File: src/rtl/elem_neg_seq_if.sv
// Clock/reset bundle for the sequenced fixed-point element blocks.
// WIDTH records the element width of the datapath attached to this bundle.
interface fixedp #(
    parameter int WIDTH = 16
);
    typedef logic [WIDTH-1:0] elem_t;

    logic clk;
    logic reset;

    modport master (output clk, output reset);
    modport slave  (input  clk, input  reset);
endinterface

File: src/rtl/elem_neg_seq.sv
// Element-wise negate of a ROWS x COLS matrix, walked row-major LANES elements
// per cycle through a shared bank of negate lanes under a start/busy/done controller.
module elem_neg_seq #(
    parameter int ROWS  = 1,
    parameter int COLS  = 1,
    parameter int LANES = 1,
    parameter int WIDTH = 16
) (
    fixedp.slave                              g,
    input  logic                              start,
    input  logic [ROWS:1][COLS:1][WIDTH-1:0]  a,
    output logic [ROWS:1][COLS:1][WIDTH-1:0]  f,
    output logic                              busy,
    output logic                              done
);
    localparam int TOTAL = ROWS * COLS;
    localparam int BEATS = (TOTAL + LANES - 1) / LANES;
    localparam int BW    = $clog2(BEATS + 1);

    typedef enum logic [1:0] {S_IDLE, S_RUN, S_DONE} state_t;

    // Two's-complement negate at WIDTH bits; the most negative value maps to itself.
    function automatic logic signed [WIDTH-1:0] neg(input logic signed [WIDTH-1:0] x);
        return -x;
    endfunction

    state_t                       state;
    logic [BW-1:0]                beat;
    logic [TOTAL-1:0][WIDTH-1:0]  opnd_p0;
    logic [TOTAL-1:0][WIDTH-1:0]  f_p1;
    logic signed [WIDTH-1:0]      lane_in  [LANES];
    logic signed [WIDTH-1:0]      lane_out [LANES];

    // Stage p0 -> lanes: route element k to lane k%LANES during beat k/LANES.
    always_comb begin
        for (int j = 0; j < LANES; j++) lane_in[j] = '0;
        for (int k = 0; k < TOTAL; k++) begin
            if (beat == BW'(k / LANES)) lane_in[k % LANES] = opnd_p0[k];
        end
        for (int j = 0; j < LANES; j++) lane_out[j] = neg(lane_in[j]);
    end

    // Stage lanes -> p1: write back the beat's elements; controller advances.
    always_ff @(posedge g.clk) begin
        if (g.reset) begin
            state   <= S_IDLE;
            beat    <= '0;
            opnd_p0 <= '0;
            f_p1    <= '0;
            busy    <= 1'b0;
            done    <= 1'b0;
        end else begin
            case (state)
                S_IDLE: begin
                    if (start) begin
                        opnd_p0 <= a;
                        beat    <= '0;
                        busy    <= 1'b1;
                        state   <= S_RUN;
                    end
                end
                S_RUN: begin
                    for (int k = 0; k < TOTAL; k++) begin
                        if (beat == BW'(k / LANES)) f_p1[k] <= lane_out[k % LANES];
                    end
                    if (beat == BW'(BEATS - 1)) begin
                        done  <= 1'b1;
                        state <= S_DONE;
                    end else begin
                        beat <= beat + BW'(1);
                    end
                end
                S_DONE: begin
                    done  <= 1'b0;
                    busy  <= 1'b0;
                    state <= S_IDLE;
                end
                default: begin
                    done  <= 1'b0;
                    busy  <= 1'b0;
                    state <= S_IDLE;
                end
            endcase
        end
    end

    assign f = f_p1;

endmodule

File: src/flat_wrapper.sv
// flat-port wrapper written by rule: the top's interface ports become plain ports
module elem_neg_seq_flat 
#(
    parameter int ROWS  = 1,
    parameter int COLS  = 1,
    parameter int LANES = 1,
    parameter int WIDTH = 16
)
  (start, a, f, busy, done, g_clk, g_reset);
  fixedp #(.WIDTH(WIDTH)) g_i ();
  input  logic start;
  input  logic [ROWS:1][COLS:1][WIDTH-1:0] a;
  output logic [ROWS:1][COLS:1][WIDTH-1:0] f;
  output logic busy;
  output logic done;
  input wire logic [$bits(g_i.clk)-1:0] g_clk;
  input wire logic [$bits(g_i.reset)-1:0] g_reset;
  assign g_i.clk = g_clk;
  assign g_i.reset = g_reset;
  elem_neg_seq #(.ROWS(ROWS), .COLS(COLS), .LANES(LANES), .WIDTH(WIDTH)) u_core (.g(g_i), .start(start), .a(a), .f(f), .busy(busy), .done(done));
endmodule
File: config.mk
export PLATFORM = sky130hd
export DESIGN_NAME = elem_neg_seq_flat
export DESIGN_NICKNAME = d
export VERILOG_FILES = /design/src/rtl/elem_neg_seq_if.sv /design/src/rtl/elem_neg_seq.sv /design/src/flat_wrapper.sv
export SDC_FILE = /design/constraint.sdc
export NUM_CORES = 1
export LEC_CHECK = 0
export ABC_AREA = 1
export BUFFER_PORTS_ARGS = -buffer_cell sky130_fd_sc_hd__clkbuf_2
export CELL_PAD_IN_SITES_DETAIL_PLACEMENT = 0
export CELL_PAD_IN_SITES_GLOBAL_PLACEMENT = 1
export CORE_ASPECT_RATIO = 0.7
export CORE_MARGIN = 4
export CORE_UTILIZATION = 25
export DETAILED_ROUTE_END_ITERATION = 12
export PLACE_DENSITY_LB_ADDON = 0.1
export SLEW_MARGIN = 10
export SYNTH_ARGS = -nofsm -noshare
export SYNTH_HDL_FRONTEND = slang
export SYNTH_SLANG_ARGS = --single-unit
File: constraint.sdc
create_clock -name g_clk -period 1.85 [get_ports g_clk]
set_input_delay 0.2775 -clock g_clk [delete_from_list [all_inputs] [get_ports g_clk]]
set_output_delay 0.2775 -clock g_clk [all_outputs]
set_load 0.01 [all_outputs]
Yosys cells after proc, flatten, opt, wreduce, memory -nomap -nowiden
Index checks and enable logic that the tools add are counted.
{ "totals": {"regBits": 37, "inputBits": 19, "word_cells": 33, "out_inout_bits": 18} }
{ "op_classes": {"add_sub_neg": 2, "mux": 11, "n_eq_ne": 3, "bitwise_logic": 3, "reduce_logical": 8} }
{ "ops": {"columns": ["operator", "count"], "rows": [
  ["two-way mux 16 bit", 1],
  ["negation 16 bit", 1],
  ["AND reduction 2 bit", 6],
  ["one-hot mux 1 bit (2 select lines)", 3],
  ["two-way mux 1 bit", 4],
  ["two-way mux 2 bit", 2],
  ["inequality test 2 bit (second input constant)", 2],
  ["one-hot mux 2 bit (2 select lines)", 1],
  ["inverter 1 bit", 3],
  ["== test 2 x 1 -> 1 bit (second input constant)", 1],
  ["logical NOT 2 bit", 1],
  ["nonzero test 2 bit", 1],
  ["adder 1 bit (second input constant)", 1]
]} }

Depth between registers and ports, before layout
Gate-level depths: netlist of run 1.
{ "depth": {"ltp_word": 3, "mapped_depth": 9, "ltp_nobuf": 9} }

Worst setup path before layout of run 1
OpenSTA, ideal clock, no wires.
{ "synth_timing": {"path_kind": "register -> register", "startpoint": "reg u_core.opnd_p0[0] (netlist name)", "endpoint": "reg u_core.f_p1 (netlist bit u_core.f[14])", "setup_time_ps": 109, "stages_incl_launch_ff": 10, "synth_period_minus_slack_ps": 1256, "arrival_ps": 1148, "required_time_ps": 1741, "n_path_buf": 0, "path_slack_ps": 594, "cell_sequence": "dfxtp_1 > inv_1 > ha_1 > nand3_4 > nor2_2 > nand2_1 > nand2_1 > nand3_1 > nand2_1 > inv_1"} }
{ "synth_between": {"elab_chain_cells": 2} }
{ "synth_rtl": {"columns": ["item", "line", "text"], "rows": [
  ["start, declared", "elem_neg_seq.sv:29", "logic [TOTAL-1:0][WIDTH-1:0] opnd_p0;"],
  ["start signal, assigned", "elem_neg_seq.sv:48", "opnd_p0 <= '0;"],
  ["start signal, assigned", "elem_neg_seq.sv:56", "opnd_p0 <= a;"],
  ["two-way mux 16 bit", "elem_neg_seq.sv:38", "if (beat == BW'(k / LANES)) lane_in[k % LANES] = opnd_p0[k];"],
  ["negation 16 bit", "elem_neg_seq.sv:24", "return -x;"],
  ["end signal, assigned by index", "elem_neg_seq.sv:64", "if (beat == BW'(k / LANES)) f_p1[k] <= lane_out[k % LANES];"],
  ["end, declared", "elem_neg_seq.sv:30", "logic [TOTAL-1:0][WIDTH-1:0] f_p1;"]
]} }
Every way passes these cells.
A chain may end at the register's enable or synchronous reset.

Worst setup path in the final report of run 1
Ends and elaborated chain as after synthesis.

==> metrics.md, run 1 <==
| Metric | Value |
|---|---|
| Initial DRC count | 42 |
| Ports | 37 |
| PostCTS Resize Cnt | 0 |
| Grt met1 use | between 10% and 20% |
| Synth cell types | 23 |
| Busiest grt layer | met1 |
| Final Max Tran Viols | 0 |
| # clock sinks | 36 |
| Hold_ws | 226.7 ps |
| Cells after synthesis | 231 |
| Vias | 1445 |
| Wire length per cell | between 10 and 15 um |
| Max-slew headroom | 70.98% |
| Via density | 3.992 |
| EDFF count, synth | 0 |
| Area grow syn2layout | 21.71% |
| H-tree depth | 2 |
| GRT Util Overall | 11.78% |
| Cells along the critical path | inv_1 > ha_1 > nand3_4 > nor2_2 > nand2_1 > nand2_1 > nand3_1 > nand2_1 > inv_1 |
| Clock Latency Late Sink | 290 ps |
| Avg Inst Size Synth | roughly 7.4 um^2 |
| Root Driver | clkbuf_8 |
| Setup CP Type | flip-flop to flip-flop |
| M3 GR Usage | about 3.2% |
| Multi-input logic area | 818.3 um^2 |
| Largest net degree at the start of global routing | 32 |
| Yosys top cell area share | 42.11% |
| Worst Path Arrival | approximately 1600 ps |
| Synthesis Warnings | 0 |
| Setup violations, final | 0 |
| Period utilisation layout | 74.69% |
| Setup TNS | 0 ps |
| GPL Wtd Cong | 0.7658 |
| Starting Density | between 20% and 30% |
| CP delay by family, top | simple AND/OR/NAND/NOR gates |
| First-pass GRT wire length | 7610 um |
| Final #Nets | a little under 300 |
| Clk buf depth | 2 |
| Die W | 106.9 um |
| PortBufs | 36 |
| FFs w/ async S/R, synth | 0% |
| Post-route antenna net violation count | 0 |
| Num CTS Buffers | 5 |
| Worst ir drop on vdd | 0.0002402 V |
| Type of origin of the critical path | flip-flop |
| Largest area contributor in the netlist | dfxtp_1 |
| Fmax | just over 0.7 GHz |
| Final Cell Area | ~2100 um^2 |
| FF/Latch Area | 720.7 um^2 |
| Core Region | 6426 um^2 |
| Syn Nets | 251 |
| Dominant cell by count in the synthesized netlist | nor2_1 |
| Layout Utilization | 32.42% |
| CP dominant cell by count | nand2_1 |
| DR DRC count | 0 |
| Die Ht | 77.23 um |
| CTS tree | done |
| # diodes | 0 |
| Pre-CTS setup slack | 480.5 ps |
| Post-Place Cell Area | 1976 um^2 |
| Tmin final | about 1400 ps |
| Overflow after GRT | 0 |
| Met2 usage | roughly 15% |
| Fillers | 761 |
| Critical Path Max Stage Delay | 300 ps |
| Most common flop cell mapped by yosys | dfxtp_1 |
| Die area | about 8300 um^2 |
| Status | finished clean |
| Seq/Total Area, Yosys | 42.11% |
| Final setup margin | about 470 ps |
| Hold Fails Final Rpt | 0 |
| Top cells by count, synth | nor2_1, dfxtp_1, nand2_1 |
| Setup crit end kind | flip-flop |
| Min-delay worst type | primary input to flip-flop |
| Worst-path clk slew | 80 ps |
| 1st-pass router iterations | 4 |
| Max_cap viols | 0 |
| Worst Skew | 6.222 ps |
| RSZ-0062 raised after global routing | false |
| Layout cell share with drive strength beyond 1 | 26.57% |
| Pwr dens | 957.1 nW/um^2 |
| Antenna violations before repair | 0 |
| Slowest stage cell, crit path | dfxtp_1 |
| Main area contributors after synthesis | dfxtp_1, nor2_1, o21ai_1, a21oi_1, nand2_1 |
| Detailed placement HPWL | 3360 um |
| Data required time of the worst path | about 2000 ps |
| Vias in the first global route | 1464 |
| Row count | 24 |
| # Post-CTS Setup Buffers | 0 |
| Netlist Area Pre-Place | 1712 um^2 |
| Post-CTS Hold Buffers | 0 |
| Static Leak | 0.0009849 uW |
| Slew @ Worst Pin | 434.8 ps |
| Routed WL | 4386 um |
| Critical Path Fanout Max | 4 |
| Synth Register Bits | 36 |
| Buf/Inv on CP | 2 |
[layout by cell type (no fill, tap or decap)]
| cell | n |
|---|---|
| nor3_1 | 1 |
| clkbuf_8 | 5 |
| a21oi_1 | 24 |
| nor2_1 | 39 |
| nor2_8 | 1 |
| buf_4 | 5 |
| o21ai_1 | 25 |
| o21ai_0 | 3 |
| nand2_4 | 2 |
| ha_1 | 1 |
| nand3_4 | 1 |
| clkinv_2 | 1 |
| nand3_2 | 2 |
| xor2_1 | 4 |
| nor2_2 | 7 |
| inv_1 | 25 |
| nand2_1 | 28 |
| dfxtp_1 | 36 |
| bufinv_16 | 1 |
| inv_2 | 3 |
| nand3_1 | 12 |
| clkbuf_2 | 36 |
| nor2_4 | 4 |
| nand2_2 | 3 |
| or2_2 | 1 |
| clkbuf_1 | 1 |
[routing by layer]
layer / part of all wire [%] / vias to the layer above
met2: 35 / 26
li1: - / 817
met4: 0.84 / 0
met5: 0 / -
met3: 4.2 / 5
met1: 60 / 597
[power breakdown]
part	internal (uW)	switching (uW)	total [uW]
combinational	154	255	409
clock	400	292	693
sequential	838	54.5	892
total	1390	602	1990
[final timing paths]
check	from	endpoint	slack, ps	cells past startpoint
hold / removal	a[6]	u_core.opnd_p0[6]	230	3
hold reg to reg	u_core.done	u_core.done	480	2
setup reg to reg	u_core.opnd_p0[0]	u_core.f[14]	470	9
setup / recovery	u_core.opnd_p0[0]	u_core.f[14]	470	9
[layout make-up]
type	count	share of cell area (%)
multi-input combinational	158	39.28
sequential	36	34.59
timing repair buffer	41	10.45
tap	91	5.465
inverter	28	5.045
clock buffer	6	3.483
clock inverter	2	1.682
[tightest hold or removal path, stage by stage]
cell,delay [ps]
clkbuf_2,80
o21ai_1,60
nor2_1,70
[logic make-up after synthesis]
kind of cell             Yosys count  synth area share [%]
AND/OR/NAND/NOR                  101                 29.82
flip-flops                        36                 42.11
XOR/XNOR                           4                 2.047
AO/OA/AOI/OAI                     52                 15.20
adder cells (fa/ha/maj)            1                0.7309
buffers and inverters             37                 10.09
[through the flow]
| step | total power [uW] | cells |
|---|---|---|
| 2_1_floorplan | 1205 | 231 |
| 3_3_place_gp | 1327 | 354 |
| 3_5_place_dp | 1327 | 354 |
| 4_1_cts | 2027 | 362 |
| 5_1_grt | 2132 | 362 |
| 6_report | 1994 | 362 |
[state kept, by name, indices dropped and copies added (netlist names)]
register and count:
u_core.f 16, u_core.state 2, u_core.opnd_p0 16, u_core.busy 1, u_core.done 1
(Power assumes the default switching activity.)
==> run 2, diff against run 1 <==
==> constraint.sdc (replaced) <==
create_clock -name g_clk -period 1.3 [get_ports g_clk]
set_input_delay 0.195 -clock g_clk [delete_from_list [all_inputs] [get_ports g_clk]]
set_output_delay 0.195 -clock g_clk [all_outputs]
set_load 0.01 [all_outputs]
==> run 2 against run 1 <==
Via count rose by 2.4%; power rose by 37%; clock power rose by 19%; die area did not move; critical path depth fell by 3; count of clock-buffer cells in the layout rose by 2; clock skew barely moved; global-route usage fell by 0.24 points; routed wire length rose by 1.6%; largest power group unchanged.
==> metrics.md, run 2 (synthesis results as in run 1) <==
| Metric | Value |
|---|---|
| Via density | 3.987 |
| 1st-pass router iterations | 4 |
| Core Region | 6426 um^2 |
| Slowest stage cell, crit path | dfxtp_2 |
| Worst-path clk slew | 70 ps |
| Detailed placement HPWL | ~3500 um |
| DR DRC count | 0 |
| Min-delay worst type | primary input to flip-flop |
| Layout cell share with drive strength beyond 1 | 30.71% |
| Fmax | 0.8347 GHz |
| RSZ-0062 raised after global routing | false |
| Max-slew headroom | about 80% |
| Reg2reg start | u_core.opnd_p0[1] |
| Status | finished clean |
| Critical Path Fanout Max | 4 |
| Final #Nets | around 300 |
| Clk buf depth | 2 |
| Initial DRC count | 42 |
| Antenna violations before repair | 0 |
| H-tree depth | 2 |
| Die Ht | roughly 77 um |
| Hold Fails Final Rpt | 0 |
| Crit Reg-Reg Endpoint | u_core.f[6] |
| GPL Wtd Cong | ~0.73 |
| Setup CP Type | flip-flop to flip-flop |
| Most frequent cells in the layout | nor2_1, clkbuf_2, dfxtp_1 |
| Routed WL | about 4500 um |
| Vias in the first global route | 1430 |
| Multi-input logic area | 843.3 um^2 |
| Max_cap viols | 0 |
| Hold-critical path depth | 3 |
| Type of origin of the critical path | flip-flop |
| Ports | 37 |
| Clock Latency Late Sink | 280 ps |
| Fillers | around 740 |
| Cells along the critical path | inv_2 > ha_4 > nand3_4 > nor2_4 > xor2_1 > a21oi_1 |
| Worst ir drop on vdd | 0.0003195 V |
| Die area | around 8300 um^2 |
| Wire length per cell | 12.01 um |
| Final Max Tran Viols | 0 |
| Row count | 24 |
| Tmin final | 1198 ps |
| Worst Path Arrival | 1370 ps |
| FF/Latch Area | 723.2 um^2 |
| Setup violations, final | 0 |
| Period utilisation layout | 92.16% |
| Starting Density | about a quarter |
| Final setup margin | 101.9 ps |
| Slew @ Worst Pin | 303.7 ps |
| Overflow after GRT | 0 |
| GRT Util Overall | 11.54% |
| First-pass GRT wire length | 7445 um |
| Worst Skew | between 5 and 6 ps |
| Root Driver | clkbuf_8 |
| Most common cell after layout, fill and taps aside | nor2_1 |
| Critical Path Max Stage Delay | ~330 ps |
| Largest net degree at the start of global routing | 28 |
| Setup TNS | 0 ps |
| Hold endpoint | u_core.opnd_p0[6] |
| Worst-case reg-to-reg path depth | 6 |
| Static Leak | 0.001023 uW |
| Reg-to-reg slack, setup | around 100 ps |
| Die W | 106.9 um |
| Pre-CTS setup slack | -25.59 ps |
| Num CTS Buffers | 5 |
| PortBufs | 36 |
| Post-route antenna net violation count | 0 |
| Data required time of the worst path | 1480 ps |
| Setup crit end kind | flip-flop |
| CTS tree | done |
| Pwr dens | approximately 1300 nW/um^2 |
| Total Power | 2739 uW |
| Hold Startpoint | a[6] |
| # diodes | 0 |
| Area grow syn2layout | 26.24% |
| Vias | 1479 |
| # clock sinks | 36 |
[run 2: per-stage QoR]
stage | hold slack, ps | std cells | cell area (um^2) | util (%)
after detailed placement | 443.5 | 362 | 2036 | 31.68
after CTS | 145.9 | 370 | 2133 | 33.20
after floorplan | 339.7 | 231 | 1712 | -
final | 151.8 | 371 | 2161 | 33.63
after global placement | 442.6 | 362 | 2036 | 31.68
after global routing | 155.6 | 371 | 2161 | 33.63
[run 2: area by class of cell]
type | instances | area share (%)
Sequential cell | 36 | 33.47
Multi-Input combinational cell | 158 | 39.03
Tap cell | 91 | 5.269
Inverter | 28 | 4.864
Clock buffer | 8 | 4.169
Timing Repair Buffer | 50 | 13.20
[run 2: where the power goes]
group	internal [uW]	total [uW]	leakage (uW)	switching, uW
Clock	433	828	0.0000455	396
Sequential	1190	1270	0.000298	74.3
Combinational	260	642	0.000680	382
[run 2: per-layer routing]
layer	vias up	routed length (um)	track usage, %
li1	833	-	-
met1	611	2630	18.04
met2	31	1603	15.20
met3	4	181	3.188
met4	0	39	2.682
met5	-	0	0
[run 2: worst max-delay path: cells and delay by family, from the launching register on]
family	cells	cell delay, ps
adders and majority gates	1	150
AOI/OAI and AO/OA	1	80
and+or+nand+nor	2	260
xor gates and xnor gates	1	200
buffers and inverters	1	70
DFF	1	330
[run 2: how the worst max path moves through the flow]
stage	start	endpoint	slack (ps)
floorplan	u_core.opnd_p0[0]	u_core.f[14]	40
global placement	u_core.opnd_p0[0]	u_core.f[6]	20
detailed placement	u_core.opnd_p0[1]	u_core.f[6]	-30
CTS	u_core.opnd_p0[1]	u_core.f[12]	6
global route	u_core.opnd_p0[1]	u_core.f[6]	7
finish	u_core.opnd_p0[1]	u_core.f[6]	100
[run 2: timing repair]
item,CTS,global route
gates resized for setup,2,7
setup buffers,0,1
setup endpoints to repair,3,8
pin swaps,0,6
hold buffers,0,0
==> run 3, diff against run 2 <==
--- a/config.mk
+++ b/config.mk
@@ -13,8 +13,9 @@
 export CORE_MARGIN = 4
 export CORE_UTILIZATION = 25
 export DETAILED_ROUTE_END_ITERATION = 12
-export PLACE_DENSITY_LB_ADDON = 0.1
+export PLACE_DENSITY = 0.54
 export SLEW_MARGIN = 10
 export SYNTH_ARGS = -nofsm -noshare
 export SYNTH_HDL_FRONTEND = slang
 export SYNTH_SLANG_ARGS = --single-unit
+export TNS_END_PERCENT = 10
==> run 3 against run 2 <==
Largest cell class unchanged; cell area up 0.75%; routed wire length down 1.6%; clock power up 32%; sequential power about the same.
==> metrics.md, run 3 (synthesis results as in run 1) <==
| Metric | Value |
|---|---|
| Setup violations, final | 0 |
| M3 GR Usage | 3.607% |
| Hold endpoint | u_core.opnd_p0[6] |
| Slowest stage cell, crit path | dfxtp_1 |
| Via density | 4.041 |
| Max-slew headroom | 82.53% |
| Pwr dens | 1377 nW/um^2 |
| Root Driver | clkbuf_8 |
| Period utilisation layout | 93.94% |
| Initial DRC count | between 40 and 50 |
| Worst-case reg-to-reg path depth | 8 |
| Final Cell Area | approximately 2200 um^2 |
| H-tree depth | 2 |
| Fmax | between 0.8 and 0.9 GHz |
| Type of origin of the critical path | flip-flop |
| PortBufs | 36 |
| Tmin final | 1221 ps |
| CP delay by family, top | simple AND/OR/NAND/NOR gates |
| RSZ-0062 raised after global routing | true |
| DR DRC count | 0 |
| Worst Path Arrival | ~1400 ps |
| Cells along the critical path | buf_4 > nor2_4 > nand2_4 > nor2_4 > xor2_1 > nand2_1 > nand2_1 > inv_1 |
| Status | finished clean |
| Max_cap viols | 0 |
| Met2 usage | 14.38% |
| Placed cell count | 356 |
| Layout cell share with drive strength beyond 1 | a little under a third |
| Most common cell after layout, fill and taps aside | nor2_1 |
| GRT Util Overall | between 10% and 20% |
| Crit Reg-Reg Endpoint | u_core.f[5] |
| Core Region | 6426 um^2 |
| Post-route insts no fill | 364 |
| Data required time of the worst path | ~1500 ps |
| Worst Skew | 4.250 ps |
| Hold Fails Final Rpt | 0 |
| Die area | just over 8000 um^2 |
| # diodes | 0 |
| Post-route antenna net violation count | 0 |
| Worst ir drop on vdd | between 0.0003 and 0.0004 V |
| First-pass GRT wire length | 7438 um |
| Row count | 24 |
| Static Leak | 0.001010 uW |
| Post-CTS Hold Buffers | 0 |
| Die Ht | about 77 um |
| Clock Latency Late Sink | 290 ps |
| Grt met1 use | 18.25% |
| Setup crit end kind | flip-flop |
| CTS tree | done |
| Largest net degree at the start of global routing | 32 |
| # clock sinks | 36 |
| Layout Utilization | 33.88% |
| Critical Path Max Stage Delay | 320 ps |
| # Post-CTS Setup Buffers | 0 |
| 1st-pass router iterations | 4 |
| Area grow syn2layout | 27.19% |
| Buf/Inv on CP | 2 |
| Ports | 37 |
| Setup CP Type | flip-flop to flip-flop |
| Wire length per cell | between 10 and 15 um |
| Hold-critical path depth | 3 |
| Final #Nets | between 200 and 300 |
| Num CTS Buffers | 5 |
| Critical Path Fanout Max | 4 |
| Slew @ Worst Pin | approximately 260 ps |
| GPL Wtd Cong | ~0.77 |
| Overflow after GRT | 0 |
| Vias | approximately 1500 |
| Clk buf depth | 2 |
| Die W | ~110 um |
| Reg-to-reg slack, setup | slightly below 80 ps |
| Hold Startpoint | a[6] |
| Antenna violations before repair | 0 |
| Total Power | between 2000 and 3000 uW |
| Min-delay worst type | primary input to flip-flop |
| Detailed placement HPWL | 3317 um |
| Post-Place Cell Area | 2003 um^2 |
| Worst-path clk slew | around 80 ps |
| Hold_ws | 151.1 ps |
| Busiest grt layer | met1 |
| Most frequent cells in the layout | nor2_1, clkbuf_2, dfxtp_1 |
| Reg2reg start | u_core.opnd_p0[1] |
| Final Max Tran Viols | 0 |
| Routed WL | 4384 um |
| Starting Density | 26.64% |
| Vias in the first global route | 1432 |
## run 3: worst max-delay path by stage
| stage | startpoint | to | slack, ps | cells after the start |
|---|---|---|---|---|
| 3_3_place_gp | u_core.opnd_p0[1] | u_core.f[6] | 10 | 6 |
| 6_report | u_core.opnd_p0[1] | u_core.f[5] | 80 | 8 |
| 5_1_grt | u_core.opnd_p0[1] | u_core.f[5] | -50 | 8 |
| 4_1_cts | u_core.opnd_p0[1] | u_core.f[6] | 8 | 6 |
| 2_1_floorplan | u_core.opnd_p0[0] | u_core.f[14] | 40 | 9 |
| 3_5_place_dp | u_core.opnd_p0[1] | u_core.f[6] | -50 | 6 |
## run 3: area by class of cell
type                       instances  area, um^2
multi-input combinational        158       864.6
timing repair buffer              43       245.2
fill                             734        4249
sequential                        36       721.9
clock buffer                       7       96.34
tap                               91       113.9
clock inverter                     1       30.03
inverter                          28       105.1
## run 3: per-stage QoR
step	setup slack, ps	setup TNS [ps]
finish	78.82	0
CTS	7.671	0
global placement	13.35	0
global route	-50.38	-113.8
floorplan	43.51	0
detailed placement	-47.97	-48.23
## run 3: report_power, final
group	leakage, uW	internal, uW	switching, uW
clock	0.0000645	677	415
sequential	0.000298	1190	75.1
combinational	0.000648	249	388
## run 3: worst min-delay path, stage by stage
cell and delay [ps]:
clkbuf_2 80, o21ai_1 60, nor2_1 80
## run 3: routing by layer
metal,routed length (um),up-vias,share of wire (%)
met2,1597,27,36
met4,39,0,0.89
met5,0,-,0
met3,195,5,4.4
met1,2552,624,58
li1,-,815,-
## run 3: timing repair
| item | 4_1_cts | 5_1_grt |
|---|---|---|
| pin swaps | 0 | 2 |
| resized for setup | 2 | 10 |
| setup endpoints to repair | 2 | 13 |
